==> config.mk <==
export PLATFORM = sky130hd
export DESIGN_NAME = log2_seq_flat
export DESIGN_NICKNAME = d
export VERILOG_FILES = /design/src/rtl/log2_pkg.sv /design/src/rtl/log2_seq_if.sv /design/src/rtl/log2_msb_detect.sv /design/src/rtl/log2_seq.sv /design/src/flat_wrapper.sv
export SDC_FILE = /design/constraint.sdc
export NUM_CORES = 1
export LEC_CHECK = 0
export ABC_AREA = 1
export BUFFER_PORTS_ARGS = -buffer_cell sky130_fd_sc_hd__buf_2
export CORE_MARGIN = 2
export CORE_UTILIZATION = 51
export CTS_CLUSTER_DIAMETER = 150
export DETAILED_ROUTE_END_ITERATION = 10
export PLACE_DENSITY = 0.68
export SLEW_MARGIN = 20
export SYNTH_ARGS = -nofsm -noshare
export SYNTH_HDL_FRONTEND = slang
export SYNTH_HIERARCHICAL = 1
export SYNTH_SLANG_ARGS = --single-unit
==> constraint.sdc <==
create_clock -name clock -period 8.4 [get_ports clock]
set_clock_uncertainty 0.1 [all_clocks]
set_input_delay 1.26 -clock clock [delete_from_list [all_inputs] [get_ports clock]]
set_output_delay 1.26 -clock clock [all_outputs]
set_load 0.1 [all_outputs]
==> src/rtl/log2_pkg.sv <==
// Shared types and helpers for the sequential base-2 logarithm unit.
package log2_pkg;

  typedef enum logic [1:0] {
    StIdle,
    StNorm,
    StIter,
    StDone
  } state_e;

  // Converts an unsigned fixed-point result with `frac` fraction bits to a real.
  function automatic real fx2real(input logic [63:0] value, input int unsigned frac);
    return real'(value) / (2.0 ** frac);
  endfunction

endpackage

==> src/rtl/log2_seq_if.sv <==
// Argument/result handshake bundle for log2_seq.
interface log2_seq_if #(
  parameter int unsigned WIDTH = 16,
  parameter int unsigned FRAC  = 8
) ();

  localparam int unsigned LogW = $clog2(WIDTH) + FRAC;

  logic             i_valid;
  logic             i_ready;
  logic [WIDTH-1:0] i_arg;
  logic             o_valid;
  logic             o_ready;
  logic [LogW-1:0]  o_log;
  logic             o_err;

  modport master (
    output i_valid, i_arg, o_ready,
    input  i_ready, o_valid, o_log, o_err
  );

  modport slave (
    input  i_valid, i_arg, o_ready,
    output i_ready, o_valid, o_log, o_err
  );

endinterface

==> src/rtl/log2_msb_detect.sv <==
// Combinational priority encoder: index of the most significant set bit plus a zero flag.
module log2_msb_detect #(
  parameter int unsigned WIDTH = 16
) (
  input  logic [WIDTH-1:0]         value_i,
  output logic [$clog2(WIDTH)-1:0] msb_o,
  output logic                     zero_o
);

  always_comb begin
    msb_o  = '0;
    zero_o = (value_i == '0);
    for (int unsigned i = 0; i < WIDTH; i++) begin
      if (value_i[i]) begin
        msb_o = $clog2(WIDTH)'(i);
      end
    end
  end

endmodule

==> src/rtl/log2_seq.sv <==
// Sequential fixed-point log2: leading-one detect for the integer part, then one
// fraction bit per clock by repeated squaring of the normalised mantissa.
module log2_seq
  import log2_pkg::*;
#(
  parameter int unsigned WIDTH  = 16,
  parameter int unsigned FRAC   = 8,
  parameter int unsigned MANT_W = FRAC + 4
) (
  input  logic        clock,
  input  logic        reset,
  log2_seq_if.slave   bus
);

  localparam int unsigned IntW = $clog2(WIDTH);
  localparam int unsigned Mw1  = MANT_W + 1;
  localparam int unsigned SqW  = 2 * Mw1;
  localparam int unsigned CntW = $clog2(FRAC + 1);

  state_e              state_q;
  logic [WIDTH-1:0]    arg_q;
  logic [MANT_W:0]     mant_q;
  logic [CntW-1:0]     cnt_q;
  logic [FRAC-1:0]     frac_q;
  logic [IntW-1:0]     int_q;
  logic                i_ready_q;
  logic                o_valid_q;
  logic [IntW+FRAC-1:0] o_log_q;
  logic                o_err_q;

  logic [IntW-1:0]        msb;
  logic                   arg_zero;
  logic [IntW-1:0]        shamt;
  logic [WIDTH+Mw1-1:0]   norm_ext;
  logic [MANT_W:0]        mant_norm;
  logic [SqW-1:0]         sq;
  logic                   frac_bit;
  logic [MANT_W:0]        mant_d;
  logic [FRAC:0]          frac_ext;
  logic [FRAC-1:0]        frac_d;
  logic                   unused_bits;

  log2_msb_detect #(
    .WIDTH (WIDTH)
  ) u_msb_detect (
    .value_i (arg_q),
    .msb_o   (msb),
    .zero_o  (arg_zero)
  );

  // Padding with Mw1 zeros covers both WIDTH-1 >= MANT_W and the zero-extended case.
  always_comb begin
    shamt     = IntW'(WIDTH - 1) - msb;
    norm_ext  = {arg_q, {Mw1{1'b0}}} << shamt;
    mant_norm = norm_ext[WIDTH+Mw1-1 -: Mw1];
  end

  // m is 1.MANT_W, so m*m is in [1,4); the top bit decides the next fraction bit.
  always_comb begin
    sq       = SqW'(mant_q) * SqW'(mant_q);
    frac_bit = sq[SqW-1];
    mant_d   = frac_bit ? sq[SqW-1 -: Mw1] : sq[SqW-2 -: Mw1];
    frac_ext = {frac_q, frac_bit};
    frac_d   = frac_ext[FRAC-1:0];
  end

  assign unused_bits = ^{norm_ext[WIDTH-1:0], sq[MANT_W-1:0], frac_ext[FRAC]};

  always_ff @(posedge clock) begin
    if (reset) begin
      state_q   <= StIdle;
      arg_q     <= '0;
      mant_q    <= '0;
      cnt_q     <= '0;
      frac_q    <= '0;
      int_q     <= '0;
      i_ready_q <= 1'b1;
      o_valid_q <= 1'b0;
      o_log_q   <= '0;
      o_err_q   <= 1'b0;
    end else begin
      unique case (state_q)
        StIdle: begin
          if (bus.i_valid) begin
            arg_q     <= bus.i_arg;
            i_ready_q <= 1'b0;
            state_q   <= StNorm;
          end
        end
        StNorm: begin
          if (arg_zero) begin
            o_log_q   <= '0;
            o_err_q   <= 1'b1;
            o_valid_q <= 1'b1;
            state_q   <= StDone;
          end else begin
            int_q   <= msb;
            mant_q  <= mant_norm;
            cnt_q   <= CntW'(FRAC - 1);
            frac_q  <= '0;
            state_q <= StIter;
          end
        end
        StIter: begin
          mant_q <= mant_d;
          frac_q <= frac_d;
          if (cnt_q == '0) begin
            o_log_q   <= {int_q, frac_d};
            o_err_q   <= 1'b0;
            o_valid_q <= 1'b1;
            state_q   <= StDone;
          end else begin
            cnt_q <= cnt_q - 1'b1;
          end
        end
        StDone: begin
          if (bus.o_ready) begin
            o_valid_q <= 1'b0;
            i_ready_q <= 1'b1;
            state_q   <= StIdle;
          end
        end
        default: state_q <= StIdle;
      endcase
    end
  end

  assign bus.i_ready = i_ready_q;
  assign bus.o_valid = o_valid_q;
  assign bus.o_log   = o_log_q;
  assign bus.o_err   = o_err_q;

endmodule

==> src/flat_wrapper.sv <==
// flat-port wrapper written by rule: the top's interface ports become plain ports
module log2_seq_flat import log2_pkg::*;
#(
  parameter int unsigned WIDTH  = 16,
  parameter int unsigned FRAC   = 8,
  parameter int unsigned MANT_W = FRAC + 4
)
  (clock, reset, bus_i_valid, bus_i_arg, bus_o_ready, bus_i_ready, bus_o_valid, bus_o_log, bus_o_err);
  log2_seq_if #(.WIDTH(WIDTH), .FRAC(FRAC)) bus_i ();
  input  logic clock;
  input  logic reset;
  input wire logic [$bits(bus_i.i_valid)-1:0] bus_i_valid;
  input wire logic [$bits(bus_i.i_arg)-1:0] bus_i_arg;
  input wire logic [$bits(bus_i.o_ready)-1:0] bus_o_ready;
  output wire logic [$bits(bus_i.i_ready)-1:0] bus_i_ready;
  output wire logic [$bits(bus_i.o_valid)-1:0] bus_o_valid;
  output wire logic [$bits(bus_i.o_log)-1:0] bus_o_log;
  output wire logic [$bits(bus_i.o_err)-1:0] bus_o_err;
  assign bus_i.i_valid = bus_i_valid;
  assign bus_i.i_arg = bus_i_arg;
  assign bus_i.o_ready = bus_o_ready;
  assign bus_i_ready = bus_i.i_ready;
  assign bus_o_valid = bus_i.o_valid;
  assign bus_o_log = bus_i.o_log;
  assign bus_o_err = bus_i.o_err;
  log2_seq #(.WIDTH(WIDTH), .FRAC(FRAC), .MANT_W(MANT_W)) u_core (.clock(clock), .reset(reset), .bus(bus_i));
endmodule
== Word level (Yosys, flattened, before mapping) ==
Cells that the tools add are included.

* Output and inout port bits: 15
* Flip-flop bits (word level): 61
* Bits of input ports: 20
* Logic and storage cells: 78

* Shift operators: 1
* Mux-type cells: 40
* Equal/unequal tests: 9
* Multiply operators: 1
* Bitwise operators: 1
* Reduce and logical (&&, ||, !) cells: 14
* Add/sub/neg operators: 2

{| class="wikitable"
|+ Operators by type and width
! cell !! number
|-
| $mux 4 || 16
|-
| $shl 29x4->29 || 1
|-
| $mul 13x13->26 || 1
|-
| $mux 13 || 2
|-
| $pmux 13 s2 || 1
|-
| $mux 12 || 2
|-
| $pmux 12 s2 || 1
|-
| $logic_not 16->1 || 1
|-
| $pmux 7 s2 || 1
|-
| $reduce_and 3->1 || 4
|-
| $mux 1 || 8
|-
| $ne 2x2->1 const B || 4
|-
| $pmux 2 s4 || 1
|-
| $pmux 4 s2 || 1
|-
| $mux 7 || 1
|-
| $mux 2 || 3
|-
| $reduce_and 2->1 || 3
|-
| $eq 2x2->1 const B || 2
|-
| $logic_not 4->1 || 1
|-
| $ne 2x1->1 const B || 2
|-
| $pmux 1 s2 || 2
|-
| $reduce_and 4->1 || 1
|-
| $reduce_bool 2->1 || 2
|-
| $sub 4x1->4 const B || 1
|-
| 6 further kinds || 6
|}

== Longest topological paths before layout ==
Gate-level depths: netlist of the first run.

* Depth in word-level cells: 19
* Gate-level depth with buffers: 28
* Depth with buffers taken out: 28

== Modules after synthesis ==
The synthesis of the first run kept the hierarchy.

{| class="wikitable"
|+ By module, submodules not included
! module !! cells each !! area an instance (um2) !! times used !! seq. area each (um2)
|-
| log2_seq || 1245 || 8360.5 || 1 || 1221.2
|-
| log2_msb_detect || 44 || 181.4 || 1 || 0.0
|}

== Worst setup path before layout of the first run ==
No wires, ideal clock.

* Kind: register -> register
* Start: register u_core.mant_q[6]
* End: register u_core.mant_q[6]
* Path buffers: 2
* Required time: 8.191 ns
* Library setup time: 0.109 ns
* Stages on the path, launching flop included: 27
* Clock period less this slack: 4.975 ns
* Path slack: 3.425 ns
* Arrival: 4.766 ns
* Cell sequence: dfxtp_1 > clkbuf_1 > nand2_1 > fa_1 > inv_1 > fa_1 > inv_1 > fa_1 > inv_1 > fa_1 > inv_1 > fa_1 > inv_1 > ha_1 > nand2_1 > nand2_1 > a21oi_1 > nand2_1 > nand2_1 > nand3_2 > nand2_1 > nand2_2 > buf_6 > nand3_2 > nand3_1 > nand2_1 > inv_1

* Word-level cells in the longest chain between the ends: 3

{| class="wikitable"
|+ Ends and longest elaborated chain
! what !! line !! text
|-
| start, declared || log2_seq.sv:22 || <nowiki>logic [MANT_W:0] mant_q;</nowiki>
|-
| start signal, assigned || log2_seq.sv:98 || <nowiki>mant_q <= mant_norm;</nowiki>
|-
| start signal, assigned || log2_seq.sv:105 || <nowiki>mant_q <= mant_d;</nowiki>
|-
| $mul 13x13->26 || log2_seq.sv:60 || <nowiki>sq = SqW'(mant_q) * SqW'(mant_q);</nowiki>
|-
| $mux 13 || log2_seq.sv:62 || <nowiki>mant_d = frac_bit ? sq[SqW-1 -: Mw1] : sq[SqW-2 -: Mw1];</nowiki>
|-
| $pmux 13 s2 || log2_seq.sv:82 || <nowiki>unique case (state_q)</nowiki>
|}

No other way between the ends.
A chain may end at the register's enable or synchronous reset.

== Final worst setup path of the first run ==
* Start: register u_core.mant_q[8]
* End: register u_core.mant_q[7]

The elaborated chain is that of the path after synthesis.

==> results of run 1 <==
==> power groups by stage <==
stage	sequential [mW]	clock [mW]	combinational [mW]
detailed placement	0.503	0	1.79
global placement	0.503	0	1.78
floorplan	0.444	0	1.46
finish	0.501	0.431	1.80
global route	0.514	0.449	2.09
CTS	0.499	0.438	1.81
==> per-layer routing <==
layer | up-vias | wire, um | global-route usage (%)
met5 | - | 0 | 0
met4 | 0 | 272 | 6.56
met3 | 25 | 717 | 2.25
met2 | 133 | 8680 | 36.8
met1 | 3377 | 8640 | 29.7
li1 | 3846 | - | -
==> metrics by stage <==
stage	setup WS, ns	instances	instance area, sq um	utilization, %
2_1_floorplan	3.43	1289	8540	-
3_3_place_gp	2.92	1505	8820	53.5
3_5_place_dp	2.90	1505	8820	53.5
4_1_cts	2.88	1521	9170	55.7
5_1_grt	2.43	1521	9170	55.7
6_report	2.85	1521	9170	55.7
==> registers in the layout, indices dropped and copies added, names as in the netlist <==
name / count
u_core/arg_q: 16
u_core/mant_q: 13
u_core/bus.o_log: 12
u_core/frac_q: 7
u_core/cnt_q: 4
u_core/int_q: 4
u_core/state_q: 2
u_core/bus.i_ready: 1
u_core/bus.o_err: 1
u_core/bus.o_valid: 1
==> worst max-delay path: cells and delay by family (launching register included) <==
kind	cells	cell delay [ns]
buf+inv	3	0.16
simple gates	13	1.47
fa+ha+maj	6	2.90
flops	1	0.84
==> logic make-up (layout without fill, tap and decap cells) <==
kind of cell             count (synthesis)  after routing
buffers and inverters                  377            389
AND/OR/NAND/NOR                        507            507
flip-flops                              61             61
multiplexers                             2              2
AO/OA/AOI/OAI                          160            160
adder cells (fa/ha/maj)                168            168
XOR/XNOR                                14             14
==> area by class of cell <==
type	count	area [sq um]	share of cell area, %
timing repair buffer	34	170	1.86
tap	220	275	3.00
clock inverter	7	124	1.35
clock buffer	9	225	2.46
sequential	61	1220	13.3
inverter	339	1270	13.9
multi-input combinational	851	5880	64.1
==> final timing paths <==
kind | from | endpoint | slack [ns] | cells past startpoint
max | u_core/mant_q[8]$_SDFFE_PP0P_ | u_core/mant_q[7]$_SDFFE_PP0P_ | 2.85 | 22
min | u_core/bus.o_log[3]$_SDFFE_PP0P_ | u_core/bus.o_log[3]$_SDFFE_PP0P_ | 0.36 | 2
max reg2reg | u_core/mant_q[8]$_SDFFE_PP0P_ | u_core/mant_q[7]$_SDFFE_PP0P_ | 2.85 | 22
min reg2reg | u_core/bus.o_log[3]$_SDFFE_PP0P_ | u_core/bus.o_log[3]$_SDFFE_PP0P_ | 0.36 | 2
==> placed cells by master (no fill, tap or decap), types with 34 or more instances in the layout <==
cell type  netlist  routed
fa_1            94      94
ha_1            74      74
nor2_1          79      79
o21ai_0         73      73
buf_2            5      34
a21oi_1         64      64
nand3_1         38      38
nand2_1        349     349
inv_1          333     333
dfxtp_1         61      61
==> results.md, run 1 <==
- Post-DRT Antenna Nets: 0
- Num ports: 35
- Final nets: 1484
- Commonest cells in the netlist: nand2_1, inv_1, fa_1, nor2_1, ha_1
- Crit path max-delay cell type: dfxtp_1
- Crit end category: flop
- First-pass GRT wire length: approximately 32000 um
- Status: finished clean
- Pleak: between 5 and 6 nW
- Vias in the first global route: around 7000
- Core area: around 16000 sq um
- Data required time of the critical path: 8.57 ns
- HPWL Detailed: approximately 15000 um
- Die span in y: between 100 and 150 um
- WS Path Type: flop to flop
- Clock Power Share: 15.8%
- Worst setup SP type: flop
- Post-synth net total: ~1500
- Final period utilization: 66.0%
- Cell Chain, Critical Path: nand2_1 -> fa_1 -> fa_1 -> inv_1 -> fa_1 -> fa_1 -> inv_1 -> fa_1 -> inv_1 -> ha_1 -> nand2_2 -> nor2_2 -> nand2_1 -> nor2_2 -> nand2_2 -> nand3_2 -> nand2_1 -> nand2_2 -> nand2_1 -> nor2_1 -> nor2_1 -> nor2_1
- Largest net degree at the start of global routing: 39
- Cts-stage hold buffer count: 0
- Post-route minimum period: 5.55 ns
- Post-CTS Resized: 0
- Number of DRC violations after detailed-routing iteration 0: 433
- Unrepaired setup endpoints after global routing: false
- Worst hold slack: 0.361 ns
- Total vias in the final route: ~7400
- Internal: 1.27 mW
- Area Overhead vs Synth: 7.29%
- Skew-Pair Late Insertion Delay: ~0.33 ns
- Combinational group share of total power: roughly two thirds
- Clock sinks: a little over 60
- Avg Vias per Cell: 4.85
- Number of diodes: 0
- Clk pin slew, worst setup/hold paths: approximately 0.06 ns
- Starting Density: ~52%
- Tot Pwr: roughly 2.7 mW
- Switch share: between 50% and 60%
- Die area: about 18000 sq um
- #FFs+latches synth: 61
- Synth Area in Adders: between 30 and 40%
- Area contributors post-synth: fa_1, nand2_1, inv_1
- Number of hold violations in the final report: 0
- Largest family of logic cells by synthesized area: adder cells
- Cell Area, Synth: between 8000 and 9000 sq um
- Antenna violations before repair: 0
- Critical Path Most Common Cell: fa_1
- Share of cells above drive strength 1: approximately 6.6%
- Sw Pwr: around 1.5 mW
- Max Slew Vio Count: 0
- Most frequent cell after synthesis: nand2_1
- Worst min-delay path category: flop to flop
- Max Freq: ~0.18 GHz
- Yosys warning count: 6
- Dominant cell type by area after synthesis: fa_1
- Remaining Overflow, GRT: 0
- Longest Clk Path Bufs: 2
- Max-Slew Margin vs Limit: between 30% and 40%
- Share of the synthesized area in the top cell type: ~22%
- Routed WL: approximately 18000 um
- GRT Overall Usage: approximately 22%
- Buffers on Ports: 34
- Syn Area/Cell: 6.63 sq um
- DRC Markers: 0
- Compound-Gate Fraction of Synth Area: 10.0%
- Worst-margin pin slew: ~0.95 ns
- Crit-path max cell delay: about 0.84 ns
- Post-Synth XOR/XNOR Area: 1.44%
- Chip Width: 133 um
- Post-synth EDFFs: 0
- CTS tree: done
- VDD IR max: 0.204 mV
- Synth cell types: 34
- GPL Wtd Cong: between 0.9 and 1
- PD cells: between 200 and 300 nW/um^2
- H-tree levels: 3
- Rows: 47
- Clk Tree Root Cell: clkbuf_16
- Worst Path Arrival: between 5 and 6 ns
- Drt wl/cell: roughly 12 um
- Syn Inst Count: about 1300
- Simple-Gate Fraction of Synth Area: around a quarter
- CTS buffer count: 9
- Total setup buffers inserted after CTS: 0
- Final setup violation count: 0
- Share of async-settable or async-resettable flops after synthesis: 0%
- Crit-path max FO: 15
- Sequential cell area fraction in the yosys report: 14.3%
- Primary FF master, synth: dfxtp_1
- Post-synthesis mux area share: less than 1%
- Fillcell total: 1647
- Setup_tns: 0 ns
- Reg power frac: a little under a fifth
- Drt pass-1 iters: 5
- Maxcap violations: 0
Note: power is estimated with default switching activity, not from simulation.
==> run 2, diff against run 1 <==
Settings changed: PLACE_DENSITY 0.68 to 0.7.
Clock period 8.4 ns to 4.7 ns, I/O delays scaled along.
==> results.md, run 2 (synthesis results as in run 1) <==
- H-tree levels: 3 (unchanged)
- CTS buffer count: 9 (unchanged)
- Worst R2R End: u_core/mant_q[8]$_SDFFE_PP0P_ (was u_core/mant_q[7]$_SDFFE_PP0P_)
- Die area: 17800 sq um (unchanged)
- Commonest non-fill, non-tap cells in the layout: nand2_1, inv_1, fa_1 (unchanged)
- Max Freq: 0.199 GHz (was 0.180 GHz)
- Crit-path max FO: 7 (was 15)
- Maxcap violations: 0 (unchanged)
- WS Path Type: flop to flop (unchanged)
- Worst Path Arrival: 5.19 ns (was 5.71 ns)
- Reg2reg setup slack: -0.33 ns (was 2.85 ns)
- Total vias in the final route: 7983 (was 7381)
- Max Slew Vio Count: 0 (unchanged)
- First-pass GRT wire length: 35900 um (was 32000 um)
- Max-Slew Margin vs Limit: 34.1% (was 36.5%)
- Hold Path Origin: u_core/bus.o_valid$_SDFFE_PP0P_ (was u_core/bus.o_log[3]$_SDFFE_PP0P_)
- Pleak: 5.78 nW (was 5.27 nW)
- Hold depth: 2 (unchanged)
- Pre-CTS setup slack: -0.433 ns (was 2.90 ns)
- Remaining Overflow, GRT: 0 (unchanged)
- Worst setup SP type: flop (unchanged)
- Area Overhead vs Synth: 20.5% (was 7.29%)
- Number of hold violations in the final report: 0 (unchanged)
- Final setup violation count: 15 (was 0)
- Die span in y: 133 um (unchanged)
- Unrepaired setup endpoints after global routing: true (was false)
- Clk pin slew, worst setup/hold paths: 0.05 ns (was 0.06 ns)
- Worst-margin pin slew: 0.987 ns (was 0.952 ns)
- Share of cells above drive strength 1: 19.3% (was 6.61%)
- Number of diodes: 0 (unchanged)
- Final nets: 1581 (was 1484)
- Leading cell type in the layout, fill and taps excluded: nand2_1 (unchanged)
- Fillcell total: 1536 (was 1647)
- Skew-Pair Late Insertion Delay: 0.34 ns (was 0.33 ns)
- Largest net degree at the start of global routing: 39 (unchanged)
- Largest register FFs: 16 (unchanged)
- Rows: 47 (unchanged)
- Clk Tree Root Cell: clkbuf_16 (unchanged)
- Antenna violations before repair: 0 (unchanged)
- Num ports: 35 (unchanged)
- Reg2reg start: u_core/mant_q[5]$_SDFFE_PP0P_ (was u_core/mant_q[8]$_SDFFE_PP0P_)
- Post-route minimum period: 5.03 ns (was 5.55 ns)
- VDD IR max: 0.481 mV (was 0.204 mV)
- Worst reg2reg path depth: 24 (was 22)
- Status: finished, violations left (was finished clean)
- Routed WL: 21100 um (was 18300 um)
- PD cells: 559 nW/um^2 (was 298 nW/um^2)
- Biggest register: u_core/arg_q (unchanged)
- Chip Width: 133 um (unchanged)
- Post-DRT Antenna Nets: 0 (unchanged)
- Failing checks: setup timing
- Clock sinks: 61 (unchanged)
- Final WS setup: -0.332 ns (was 2.85 ns)
- Drt wl/cell: 13.0 um (was 12.0 um)
- Core area: 16500 sq um (unchanged)
- Tot Pwr: 5.75 mW (was 2.73 mW)
- Starting Density: 51.9% (unchanged)
- Worst hold slack: 0.348 ns (was 0.361 ns)
- DRC Markers: 0 (unchanged)
- GPL Wtd Cong: 0.916 (was 0.930)
- Avg Vias per Cell: 4.93 (was 4.85)
- Drt pass-1 iters: 6 (was 5)
- Hold EP: u_core/bus.o_valid$_SDFFE_PP0P_ (was u_core/bus.o_log[3]$_SDFFE_PP0P_)
- Number of DRC violations after detailed-routing iteration 0: 395 (was 433)
- Buffers on Ports: 34 (unchanged)
- Longest Clk Path Bufs: 2 (unchanged)
- Final period utilization: 107% (was 66.0%)
- Crit end category: flop (unchanged)
- Worst min-delay path category: flop to flop (unchanged)
- CTS tree: done (unchanged)
- GRT Overall Usage: 24.8% (was 21.8%)
- Data required time of the critical path: 4.86 ns (was 8.57 ns)
- Vias in the first global route: 7952 (was 7054)
- HPWL Detailed: 16200 um (was 14600 um)
## run 2: changes by cell type in the layout (fill, tap and decap cells not counted), moves of 11 or more
cell | previous run | this run
buf_4 | 0 | 86
nand2_1 | 349 | 326
dfxtp_4 | 0 | 11
nor2_2 | 6 | 20
dfxtp_1 | 61 | 50
nand2_2 | 11 | 29
nor2_1 | 79 | 63
## run 2: power by group
group          switching [mW]  internal [mW]
registers               0.171          0.658
logic                    2.57           1.69
clock network           0.245          0.422
total                    2.98           2.77
## run 2: how the worst max path moves through the flow
| stage | startpoint | endpoint | slack, ns | depth (start not counted) |
|---|---|---|---|---|
| after floorplan | u_core/mant_q[2]$_SDFFE_PP0P_ | u_core/mant_q[6]$_SDFFE_PP0P_ | -0.004 | 26 |
| after global placement | u_core/mant_q[2]$_SDFFE_PP0P_ | u_core/mant_q[8]$_SDFFE_PP0P_ | -0.41 | 23 |
| after detailed placement | u_core/mant_q[2]$_SDFFE_PP0P_ | u_core/frac_q[0]$_SDFFE_PP0P_ | -0.43 | 23 |
| after CTS | u_core/mant_q[5]$_SDFFE_PP0P_ | u_core/mant_q[0]$_SDFFE_PP0P_ | -0.25 | 23 |
| after global routing | u_core/mant_q[5]$_SDFFE_PP0P_ | u_core/mant_q[7]$_SDFFE_PP0P_ | -0.49 | 24 |
| final | u_core/mant_q[5]$_SDFFE_PP0P_ | u_core/mant_q[8]$_SDFFE_PP0P_ | -0.33 | 24 |
## run 2: repair_timing
item / 4_1_cts / 5_1_grt
pin swaps: 15 / 19
cloned: 2 / 0
buffers inserted: 13 / 3
endpoints found under the setup margin: 15 / 15
resized for setup: 77 / 28
hold buffers: 0 / 0
## run 2: area by class of cell
class / count / area, sq um / share of cell area [%]
clock buffer: 10 / 239 / 2.32
tap: 220 / 275 / 2.68
sequential: 61 / 1260 / 12.3
inverter: 339 / 1270 / 12.4
multi-input combinational: 853 / 6240 / 60.6
clock inverter: 6 / 62.6 / 0.608
timing repair buffer: 129 / 938 / 9.12
## run 2: stage by stage
stage / std cells / utilization (%) / instance area, sq um / setup TNS [ns]
global placement: 1584 / 57.7 / 9500 / -5.37
floorplan: 1289 / - / 8710 / -0.00440
CTS: 1615 / 61.6 / 10100 / -3.47
global route: 1618 / 62.5 / 10300 / -6.93
detailed placement: 1584 / 57.7 / 9500 / -5.93
finish: 1618 / 62.5 / 10300 / -4.38
## run 2: critical path: stages (launching register included)
cell and delay [ns]:
dfxtp_4 0.44, buf_8 0.16, nand2_4 0.06, fa_1 0.51, inv_2 0.05, fa_1 0.52, inv_1 0.04, fa_1 0.49
inv_2 0.04, fa_1 0.50, inv_2 0.04, fa_1 0.49, inv_2 0.05, ha_4 0.23, nand2_2 0.07, nand2_2 0.06
a21oi_2 0.17, nand2_2 0.09, nand2_2 0.08, nand4_1 0.21, nand2_4 0.19, nand2_1 0.06, nor2_1 0.12, nor2_1 0.05
nor2_1 0.09
## run 2: layer usage
layer | up-vias | track usage (%) | wire [um]
met3 | 59 | 3.35 | 1040
met1 | 3687 | 31.2 | 9140
met5 | - | 0 | 0
li1 | 4041 | - | -
met4 | 0 | 10.5 | 752
met2 | 196 | 42.9 | 10100
==> run 3, diff against run 2 <==
Clock period 4.7 ns to 4.1 ns, I/O delays scaled along.
==> results.md, run 3 (synthesis results as in run 1) <==
- Post-DRT Antenna Nets: 0 (unchanged)
- Maxcap violations: 0 (unchanged)
- Remaining Overflow, GRT: 0 (unchanged)
- Number of hold violations in the final report: 0 (unchanged)
- Placed cells: 1584 (unchanged)
- H-tree levels: 3 (unchanged)
- Clock sinks: 61 (unchanged)
- Worst Path Arrival: 5.14 ns (was 5.19 ns)
- Unrepaired setup endpoints after global routing: true (unchanged)
- Skew-Pair Late Insertion Delay: 0.33 ns (was 0.34 ns)
- Longest Clk Path Bufs: 2 (unchanged)
- WS Path Type: flop to flop (unchanged)
- Tot Pwr: 6.89 mW (was 5.75 mW)
- Rows: 47 (unchanged)
- Core area: 16500 sq um (unchanged)
- Final Util: 63.8% (was 62.5%)
- Worst hold slack: 0.349 ns (was 0.348 ns)
- Commonest non-fill, non-tap cells in the layout: inv_1, nand2_1, buf_4 (was nand2_1, inv_1, fa_1)
- Largest net degree at the start of global routing: 39 (unchanged)
- Failing checks: setup timing (unchanged)
- HPWL Detailed: 16300 um (was 16200 um)
- Drt pass-1 iters: 5 (was 6)
- Clk Tree Root Cell: clkbuf_16 (unchanged)
- Die area: 17800 sq um (unchanged)
- Max Slew Vio Count: 0 (unchanged)
- Final nets: 1591 (was 1581)
- VDD IR max: 0.532 mV (was 0.481 mV)
- CTS tree: done (unchanged)
- Total vias in the final route: 8058 (was 7983)
- Max-Slew Margin vs Limit: 32.9% (was 34.1%)
- GRT Overall Usage: 25.8% (was 24.8%)
- Crit-path max FO: 6 (was 7)
- Chip Width: 133 um (unchanged)
- Final WS setup: -0.895 ns (was -0.332 ns)
- Worst setup SP type: flop (unchanged)
- Leading cell type in the layout, fill and taps excluded: inv_1 (was nand2_1)
- Vias in the first global route: 7977 (was 7952)
- Buffers on Ports: 34 (unchanged)
- First-pass GRT wire length: 37200 um (was 35900 um)
- Number of DRC violations after detailed-routing iteration 0: 499 (was 395)
- Crit end category: flop (unchanged)
- Fillcell total: 1541 (was 1536)
- Share of cells above drive strength 1: 20.8% (was 19.3%)
- GPL Wtd Cong: 0.932 (was 0.916)
- Post-route minimum period: 4.99 ns (was 5.03 ns)
- PD cells: 656 nW/um^2 (was 559 nW/um^2)
- Num ports: 35 (unchanged)
- Biggest register: u_core/arg_q (unchanged)
- DRC Markers: 0 (unchanged)
- Final setup violation count: 15 (unchanged)
- Number of diodes: 0 (unchanged)
- Cts-stage hold buffer count: 0 (unchanged)
- Worst-margin pin slew: 1.01 ns (was 0.987 ns)
- Drt wl/cell: 13.4 um (was 13.0 um)
- Die span in y: 133 um (unchanged)
- Max Freq: 0.200 GHz (was 0.199 GHz)
- Starting Density: 51.9% (unchanged)
- CTS buffer count: 9 (unchanged)
- Avg Vias per Cell: 4.95 (was 4.93)
- Largest register FFs: 16 (unchanged)
- Final std cells w/o fill: 1628 (was 1618)
- Worst min-delay path category: flop to flop (unchanged)
- Antenna violations before repair: 0 (unchanged)
- Final period utilization: 122% (was 107%)
- Pleak: 5.86 nW (was 5.78 nW)
- Data required time of the critical path: 4.25 ns (was 4.86 ns)
- Routed WL: 21800 um (was 21100 um)
- Area Overhead vs Synth: 23.0% (was 20.5%)
- Clk pin slew, worst setup/hold paths: 0.06 ns (was 0.05 ns)
- Status: finished, violations left (unchanged)
run 3: cell types whose count changed in the layout (fill, tap and decap cells not counted), sizes merged:
cell / before / now
buf: 129 / 139
clkinv: 5 / 6
inv: 336 / 338
bufinv: 1 / 2
clkbuf: 10 / 9
clkinvlp: 3 / 0
run 3: area by class of cell:
class                   count  area (sq um)  share of cell area [%]
clock inverters             7          97.6                   0.929
flip-flops and latches     61          1270                    12.1
well taps                 220           275                    2.62
clock buffers               9           225                    2.14
inverters                 339          1270                    12.1
repair buffers            139          1040                    9.92
multi-input cells         853          6320                    60.2
run 3: metrics by stage:
| stage | cell area [sq um] | TNS, ns | setup slack (ns) |
|---|---|---|---|
| 2_1_floorplan | 8810 | -7.44 | -0.547 |
| 3_3_place_gp | 9560 | -12.96 | -0.933 |
| 3_5_place_dp | 9560 | -14.03 | -1.01 |
| 4_1_cts | 10200 | -12.46 | -0.842 |
| 5_1_grt | 10500 | -14.92 | -1.03 |
| 6_report | 10500 | -12.64 | -0.895 |
run 3: critical path, stage by stage, from the launching register on:
cell     delay (ns)
dfxtp_4        0.42
buf_12         0.12
nand2_4        0.05
fa_1           0.52
inv_2          0.04
fa_1           0.54
inv_2          0.04
fa_1           0.47
inv_1          0.05
fa_1           0.48
inv_1          0.05
fa_1           0.50
inv_2          0.05
ha_4           0.29
nand2_4        0.07
nor2_4         0.15
nand2_1        0.08
nor2_2         0.09
nand2_2        0.08
nand4_1        0.20
nand2_2        0.19
nand2_2        0.10
nand3_2        0.06
a21oi_2        0.16
run 3: worst paths after layout:
check	start	to	slack, ns	cells after the start
max	u_core/mant_q[8]$_SDFFE_PP0P_	u_core/mant_q[1]$_SDFFE_PP0P_	-0.89	23
min	u_core/bus.o_valid$_SDFFE_PP0P_	u_core/bus.o_valid$_SDFFE_PP0P_	0.35	2
max reg2reg	u_core/mant_q[8]$_SDFFE_PP0P_	u_core/mant_q[1]$_SDFFE_PP0P_	-0.89	23
min reg2reg	u_core/bus.o_valid$_SDFFE_PP0P_	u_core/bus.o_valid$_SDFFE_PP0P_	0.35	2
run 3: timing repair:
action / 4_1_cts / 5_1_grt
setup endpoints to repair: 15 / 15
hold endpoints to repair: 0 / 0
resized for setup: 50 / 53
buffers inserted: 18 / 8
gates cloned: 2 / 0
pin swaps: 32 / 35
run 3: routing by layer:
metal	track usage (%)	up-vias	share of wire, %
li1	-	4054	-
met1	33.1	3770	43
met2	45.7	187	49
met3	2.55	47	4.5
met4	8.45	0	3.4
met5	0	-	0
run 3: where the power goes:
| group | switching (mW) | leakage [nW] | total (mW) | internal, mW |
|---|---|---|---|---|
| Sequential | 0.194 | 0.508 | 0.951 | 0.756 |
| Combinational | 3.07 | 5.19 | 5.11 | 2.04 |
| Clock | 0.293 | 0.160 | 0.828 | 0.535 |
